<file path="config.mk">
export PLATFORM = sky130hd
export DESIGN_NAME = user_id_reader
export DESIGN_NICKNAME = d
export VERILOG_FILES = /design/src/rtl/user_id_reader.sv
export SDC_FILE = /design/constraint.sdc
export NUM_CORES = 1
export LEC_CHECK = 0
export CORE_ASPECT_RATIO = 1.75
export CORE_MARGIN = 2
export CORE_UTILIZATION = 50
export CTS_CLUSTER_SIZE = 40
export DETAILED_ROUTE_END_ITERATION = 12
export PLACE_DENSITY_LB_ADDON = 0.15
export SYNTH_ARGS = -nofsm -noshare
export SYNTH_HDL_FRONTEND = slang
export SYNTH_SLANG_ARGS = --single-unit
</file>
<file path="constraint.sdc">
create_clock -name wb_clk_i -period 1.95 [get_ports wb_clk_i]
set_input_delay 0.2925 -clock wb_clk_i [delete_from_list [all_inputs] [get_ports wb_clk_i]]
set_output_delay 0.2925 -clock wb_clk_i [all_outputs]
set_load 0.02 [all_outputs]
</file>
<file path="src/rtl/user_id_reader.sv">
// Shadows a tie-cell user ID into registers, exposes a checksum and a word read port.
// Define USER_ID_SERIAL_EN to add the MSB-first serial readout of all captured words.
`timescale 1ns/1ps

module user_id_reader #(
    parameter int NUM_WORDS = 2,
    parameter int ADDR_W    = 3
) (
    input  logic                   wb_clk_i,
    input  logic                   wb_rstn_i,
    input  logic [NUM_WORDS*32-1:0] id_raw,
    input  logic                   recapture,
    input  logic                   rd_req,
    input  logic [ADDR_W-1:0]      rd_addr,
    output logic                   rd_ack,
    output logic [31:0]            rd_data,
    output logic                   rd_err,
    output logic                   ready,
    output logic [31:0]            checksum,
    input  logic                   ser_start,
    output logic                   ser_out,
    output logic                   ser_busy
);

    localparam logic [ADDR_W-1:0] LAST_IDX = ADDR_W'(NUM_WORDS - 1);
    localparam logic [ADDR_W:0]   NW_LIMIT = (ADDR_W + 1)'(NUM_WORDS);

    typedef enum logic {
        S_CAPTURE,
        S_READY
    } state_t;

    state_t            r_state;
    state_t            w_next_state;
    logic [ADDR_W-1:0] r_index;
    logic [31:0]       r_shadow [NUM_WORDS];
    logic [31:0]       r_checksum;
    logic              w_ready;
    logic              w_capture_en;
    logic              w_last_word;
    logic              w_accept;
    logic              w_addr_ok;
    logic [31:0]       w_cap_word;
    logic [31:0]       w_rd_word;

    always_ff @(posedge wb_clk_i or negedge wb_rstn_i) begin
        if (!wb_rstn_i) begin
            r_state <= S_CAPTURE;
        end else begin
            r_state <= w_next_state;
        end
    end

    always_comb begin
        w_next_state = r_state;
        if (recapture) begin
            w_next_state = S_CAPTURE;
        end else if (r_state == S_CAPTURE && w_last_word) begin
            w_next_state = S_READY;
        end
    end

    always_comb begin
        w_ready      = (r_state == S_READY);
        w_capture_en = (r_state == S_CAPTURE) && !recapture;
    end

    assign w_last_word = (r_index == LAST_IDX);
    assign w_addr_ok   = ({1'b0, rd_addr} < NW_LIMIT);
    assign w_accept    = rd_req && w_ready && !rd_ack && !recapture;

    // Explicit compare loops keep out-of-range addresses from indexing past the array.
    always_comb begin
        w_cap_word = '0;
        w_rd_word  = '0;
        for (int k = 0; k < NUM_WORDS; k++) begin
            if (r_index == ADDR_W'(k)) begin
                w_cap_word = id_raw[32*k +: 32];
            end
            if (rd_addr == ADDR_W'(k)) begin
                w_rd_word = r_shadow[k];
            end
        end
    end

    always_ff @(posedge wb_clk_i or negedge wb_rstn_i) begin
        if (!wb_rstn_i) begin
            r_index    <= '0;
            r_checksum <= '0;
            for (int k = 0; k < NUM_WORDS; k++) begin
                r_shadow[k] <= '0;
            end
        end else if (recapture) begin
            r_index    <= '0;
            r_checksum <= '0;
        end else if (w_capture_en) begin
            for (int k = 0; k < NUM_WORDS; k++) begin
                if (r_index == ADDR_W'(k)) begin
                    r_shadow[k] <= id_raw[32*k +: 32];
                end
            end
            r_checksum <= r_checksum ^ w_cap_word;
            r_index    <= w_last_word ? '0 : r_index + ADDR_W'(1);
        end
    end

    always_ff @(posedge wb_clk_i or negedge wb_rstn_i) begin
        if (!wb_rstn_i) begin
            rd_ack  <= 1'b0;
            rd_data <= '0;
            rd_err  <= 1'b0;
        end else begin
            rd_ack <= w_accept;
            if (w_accept) begin
                rd_data <= w_addr_ok ? w_rd_word : '0;
                rd_err  <= !w_addr_ok;
            end
        end
    end

    assign ready    = w_ready;
    assign checksum = r_checksum;

`ifdef USER_ID_SERIAL_EN
    localparam int                SER_BITS = NUM_WORDS * 32;
    localparam int                SER_CW   = $clog2(SER_BITS + 1);
    localparam logic [SER_CW-1:0] SER_DONE = SER_CW'(SER_BITS);

    logic [SER_BITS-1:0] r_ser_sh;
    logic [SER_BITS-1:0] w_ser_load;
    logic [SER_CW-1:0]   r_ser_cnt;
    logic                r_ser_busy;
    logic                r_ser_out;
    logic                w_ser_accept;

    // Word 0 sits at the top so a plain left shift emits it first, MSB first.
    always_comb begin
        w_ser_load = '0;
        for (int k = 0; k < NUM_WORDS; k++) begin
            w_ser_load[SER_BITS-32-32*k +: 32] = r_shadow[k];
        end
    end

    assign w_ser_accept = ser_start && w_ready && !r_ser_busy && !recapture;

    always_ff @(posedge wb_clk_i or negedge wb_rstn_i) begin
        if (!wb_rstn_i) begin
            r_ser_sh   <= '0;
            r_ser_cnt  <= '0;
            r_ser_busy <= 1'b0;
            r_ser_out  <= 1'b0;
        end else if (recapture) begin
            r_ser_sh   <= '0;
            r_ser_cnt  <= '0;
            r_ser_busy <= 1'b0;
            r_ser_out  <= 1'b0;
        end else if (w_ser_accept) begin
            r_ser_sh   <= w_ser_load << 1;
            r_ser_cnt  <= SER_CW'(1);
            r_ser_busy <= 1'b1;
            r_ser_out  <= w_ser_load[SER_BITS-1];
        end else if (r_ser_busy) begin
            if (r_ser_cnt == SER_DONE) begin
                r_ser_cnt  <= '0;
                r_ser_busy <= 1'b0;
                r_ser_out  <= 1'b0;
            end else begin
                r_ser_sh  <= r_ser_sh << 1;
                r_ser_cnt <= r_ser_cnt + SER_CW'(1);
                r_ser_out <= r_ser_sh[SER_BITS-1];
            end
        end
    end

    assign ser_out  = r_ser_out;
    assign ser_busy = r_ser_busy;
`else
    logic w_ser_start_unused;

    assign w_ser_start_unused = ser_start;
    assign ser_out            = 1'b0;
    assign ser_busy           = 1'b0;
`endif

endmodule
</file>
# After elaboration in Yosys (flattened, before gate mapping)
# Index checks and enable logic that the tools add are counted.
totals:
  ff_bits: 134
  latchBits: 0
  ramBits: 0
  rom_bits: 0
  output_inout_bits: 69
  word_cells: 41
  mem_count: 0
classes:
  addsub: 1
  n_mul: 0
  n_div: 0
  order_cmp: 1
  eq_ne: 2
  shift: 0
  n_mux: 12
  n_bitwise: 3
  n_reduce_logical: 14
ops:
  columns: ["operator", "n"]
  rows:
  - ["two-way mux 32 bit", 7]
  - ["XOR 32 bit", 1]
  - ["two-way mux 3 bit", 3]
  - ["equality test 3 x 1 -> 1 bit, second input constant", 2]
  - ["logical NOT 3 bit", 2]
  - ["AND reduction 3 bit", 2]
  - ["logical AND 1 bit", 5]
  - ["nonzero test 2 bit", 2]
  - ["adder 3 x 1 -> 3 bit, second input constant", 1]
  - ["logical NOT 1 bit", 3]
  - ["< comparator 3 x 2 -> 1 bit, second input constant", 1]
  - ["two-way mux 1 bit", 2]
  - ["NOT 1 bit", 2]

# Longest topological paths before layout
depth:
  depth_word: 6
  ltp_mapped: 5
  ltp_nobuf: 3

# Worst setup path before layout
# OpenSTA, ideal clock, no wires.
synth_path:
  path_type: "reg2reg"
  startpoint: "register r_state (netlist: ready)"
  endpoint: "register r_checksum[23] (netlist: checksum[23])"
  arrival_time_ns: 1.556
  required_ns: 1.872
  path_slack_ns: 0.316
  path_stages_with_launch: 6
  path_buffers: 2
  synth_period_minus_slack_ns: 1.634
  cell_sequence: "dfrtp_1 -> or3_1 -> buf_6 -> clkbuf_2 -> or3_1 -> a21oi_1"
synth_between:
  elab_chain_cells: 3
synth_lines:
  columns: ["element", "line_no", "source"]
  rows:
  - ["from (decl)", "33", "state_t r_state;"]
  - ["from (signal assigned)", "50", "r_state <= w_next_state;"]
  - ["NOT 1 bit", "65", "w_capture_en = (r_state == S_CAPTURE) && !recapture;"]
  - ["logical AND 1 bit", "65", null]
  - ["nonzero test 2 bit (no source line)", null, null]
  - ["to (signal assigned)", "102", "r_checksum <= r_checksum ^ w_cap_word;"]
  - ["to (decl)", "37", "logic [31:0] r_checksum;"]
# Every way passes these cells.
# A chain may end at the register's enable or synchronous reset.

# Final worst setup path
layout_path:
  startpoint: "register r_index[2]"
  endpoint: "register r_checksum[11] (netlist: checksum[11])"
layout_between:
  elab_chain_cells: 6
layout_lines:
  columns: ["element", "line_no", "source"]
  rows:
  - ["from (decl)", "35", "logic [ADDR_W-1:0] r_index;"]
  - ["from (signal assigned)", "103", "r_index <= w_last_word ? '0 : r_index + ADDR_W'(1);"]
  - ["logical NOT 3 bit", "77", "if (r_index == ADDR_W'(k)) begin"]
  - ["two-way mux 32 bit", "77", null]
  - ["two-way mux 32 bit (*)", "77", null]
  - ["XOR 32 bit (*)", "102", null]
  - ["two-way mux 32 bit (*)", "96", "end else if (w_capture_en) begin"]
  - ["two-way mux 32 bit (*)", "93", "end else if (recapture) begin"]
# Mark *: on every way between the ends. The rest lies on a longest branch, timed or not. The select of a mux whose other input is x is not followed.

==> impl_metrics.py <==
metrics = {
    "cts": {
        "clockBufferDepth": 2,
        "clock-sinks": 134,
        "cts_tree": "done",
        "holdBufCountCts": 1,
        "ctsResizeCount": 0,
        "clock_latency_ps": 400,
        "cts_buffers": 17,
        "htree_levels": 4,
        "postCtsSetupBuffers": 0,
        "cts_root_buffer": "clkbuf_16",
        "cts.clk_slew.worst_paths_ps": 60,
    },
    "logic_synthesis": {
        "yosysSeqAreaShare_pct": 57.9,
        "synth_edf_count": 0,
        "synthTopCellsByCount": "dfrtp_1 (134), mux2i_1 (65), o21ai_0 (65), mux2_2 (64)",
        "netlist_area_um2": 5790,
        "yosysWarnings": 0,
        "ys_seq_elements": 134,
        "synth_top_cell_area_share_pct": 57.9,
        "synth_cell_types": 21,
        "synth_most_common_cell": "dfrtp_1",
        "avgSynthCellArea_um2": 12.1,
        "synth_area_leaders": "dfrtp_1 (58%), mux2_2 (12%), mux2i_1 (11%), o21ai_0 (5.6%), or3_1 (3.7%)",
        "synth_area_leader_cell": "dfrtp_1",
        "async_flop_share_pct": 100,
        "synth_flop_cell": "dfrtp_1",
        "postSynthCellCount": 477,
    },
    "final_layout": {
        "fin_util_pct": 69.9,
        "drive_gt1_share_pct": 19.5,
        "fill_cells": 880,
        "area_growth_pct": 38.2,
        "fin_cells": 772,
        "num-nets-final": 695,
    },
    "power": {
        "switching_share_pct": 29.2,
        "pwr-share-comb_pct": 28.7,
        "seq_power_share_pct": 40.3,
        "power_per_cell_area_nw_per_um2": 1280,
        "power.switching_mw": 3.00,
        "finalPower_mw": 10.3,
        "internal_power_mw": 7.26,
        "ir_drop_uv": 894,
        "clockPowerShare_pct": 31.1,
        "p_leak_nw": 3.50,
    },
    "worst_setup_path": {
        "cp_top_family": "simple AND/OR/NAND/NOR gates",
        "max_stage_delay_ps": 520,
        "cp-startpoint": "r_index[2]",
        "crit_end": "checksum[11]",
        "crit_chain": "or3_2 > buf_4 > or3_1 > a21oi_1",
        "worstPathRequired_ps": 2270,
        "path_buf_inv": 1,
        "reg2reg_to": "checksum[11]",
        "critPathSlowestCell": "or3_2",
        "r2r-start": "r_index[2]",
        "reg2reg_slack_ps": 150,
        "critPathCaptureType": "flop",
        "path_class": "flop to flop",
        "path_max_fanout": 30,
        "crit_arrival_ps": 2110,
        "startpoint_type": "flop",
        "cp_num_cells": 4,
        "r2r_cells": 4,
    },
    "route": {
        "drt_pre_antenna_iters": 4,
        "vias_per_cell": 5.57,
        "wl_mm": 14.3,
        "drtAntennaViolNets": 0,
        "drc": 0,
        "num_vias": 4303,
        "wl_per_cell_um": 18.5,
        "drt_iter0_drc": 159,
    },
    "floorplanning": {
        "core_area_um2": 11500,
        "dieWidth_um": 85.4,
        "std_cell_rows": 52,
        "dieArea_um2": 12500,
        "start_util_pct": 50.6,
        "io_pins": 141,
        "dieHeight_um": 146,
    },
    "global_route": {
        "antenna_found_initial": 1,
        "grt_usage_pct": 24.4,
        "grt_pass1_wl_mm": 23.8,
        "grt_max_degree": 37,
        "grt_pass1_vias": 4813,
        "grt_overflow": 0,
    },
    "placed_design": {
        "hpwl_mm": 9.77,
        "detailedPlace.worstSlack_ps": 168,
        "io_buffers": 137,
        "dp.cells": 738,
        "gp_congestion": 0.764,
    },
    "run": {
        "cap_violations": 0,
    },
    "timing": {
        "drv_slew": 0,
        "fin_crit_sh_pct": 92.1,
        "finalSetupViolations": 0,
        "clock_skew_ps": 6.17,
        "timing_hold_violations_final": 0,
        "slew-limit-headroom_pct": 63.4,
        "max_freq_ghz": 0.557,
        "fin_tns_setup_ps": 0,
        "period_needed_ps": 1800,
        "rsz0062_at_grt": "no",
        "worst_pin_slew_ps": 550,
        "timing.final.ws_setup_ps": 154,
    },
    "worst_hold_path": {
        "hold_class": "input pin to flop",
    },
    "outcome": {
        "outcome": "finished clean",
    },
}
==> logic make-up (layout without fill, tap and decap cells) <==
group           Yosys count  in the layout  synth area share [%]
xor+xnor                  1              1                 0.151
compound gates           98             98                  8.51
simple gates             78             78                  6.84
mux                     129            129                  23.7
buf+inv                  36            193                  2.89
other cells               1              4                0.0647
flops                   134            134                  57.9
==> per-stage QoR <==
stage / hold WS, ps / instance area [um^2]
floorplan: -3.09 / 5800
global placement: 297 / 7390
detailed placement: 310 / 7390
CTS: 319 / 8000
global route: 364 / 8010
finish: 338 / 8010
==> sequential cells by signal, summed over array words and instances (netlist names) <==
register / cells
rd_ack: 1
rd_err: 1
ready: 1
rd_data: 32
checksum: 32
r_shadow: 64
r_index: 3
==> per-layer routing <==
layer,up-vias,routed length [um],part of all wire [%],global-route usage [%]
li1,1986,-,-,-
met1,2169,5580,39,28.5
met2,125,7720,54,42.5
met3,23,640,4.5,5.48
met4,0,363,2.5,10.6
met5,-,0,0,0
==> tightest hold or removal path: stages <==
cell     delay (ps)
buf_2           120
buf_4           220
a21oi_1          60
==> layout by cell type, fill, tap and decap left out <==
cell,instances
a21oi_1,32
buf_12,4
buf_2,2
buf_4,19
bufinv_16,3
clkbuf_1,1
clkbuf_16,17
clkbuf_8,1
clkdlybuf4s50_1,134
clkinv_2,2
clkinv_4,2
clkinvlp_4,5
conb_1,2
dfrtp_1,133
dfrtp_2,1
diode_2,2
dlygate4sd3_1,1
inv_1,2
mux2_2,64
mux2i_1,65
nand2_1,32
nand2_2,2
nand3b_1,1
nand4bb_2,1
nor2_1,4
nor2b_1,2
nor3_1,2
o21a_1,1
o21ai_0,65
or3_1,33
or3_2,1
xor2_1,1
==> worst min path at each step <==
| stage | from | end | slack (ps) | cells after the start |
|---|---|---|---|---|
| floorplan | wb_rstn_i | checksum[0] | -3 | 0 |
| global placement | wb_rstn_i | rd_data[7] | 300 | 1 |
| detailed placement | wb_rstn_i | rd_data[7] | 310 | 1 |
| CTS | recapture | checksum[27] | 320 | 3 |
| global route | recapture | checksum[28] | 360 | 3 |
| finish | recapture | checksum[27] | 340 | 3 |
==> power groups by stage <==
stage	combinational, mW	clock [mW]	sequential [mW]
2_1_floorplan	1.37	0	4.44
3_3_place_gp	2.86	0	4.10
3_5_place_dp	2.95	0	4.17
4_1_cts	2.98	3.24	4.13
5_1_grt	3.19	3.37	4.24
6_report	2.94	3.18	4.13
==> cell type report <==
cell class / count / area, um^2 / share of cell area (%)
sequential: 134 / 3350 / 41.9
multi-input combinational: 308 / 2290 / 28.6
timing repair buffer: 160 / 1580 / 19.8
clock buffer: 19 / 443 / 5.53
tap: 135 / 169 / 2.11
clock inverter: 12 / 155 / 1.94
inverter: 2 / 7.51 / 0.0938
antenna: 2 / 5.00 / 0.0625
No activity file was read; power rests on OpenSTA's default activity.
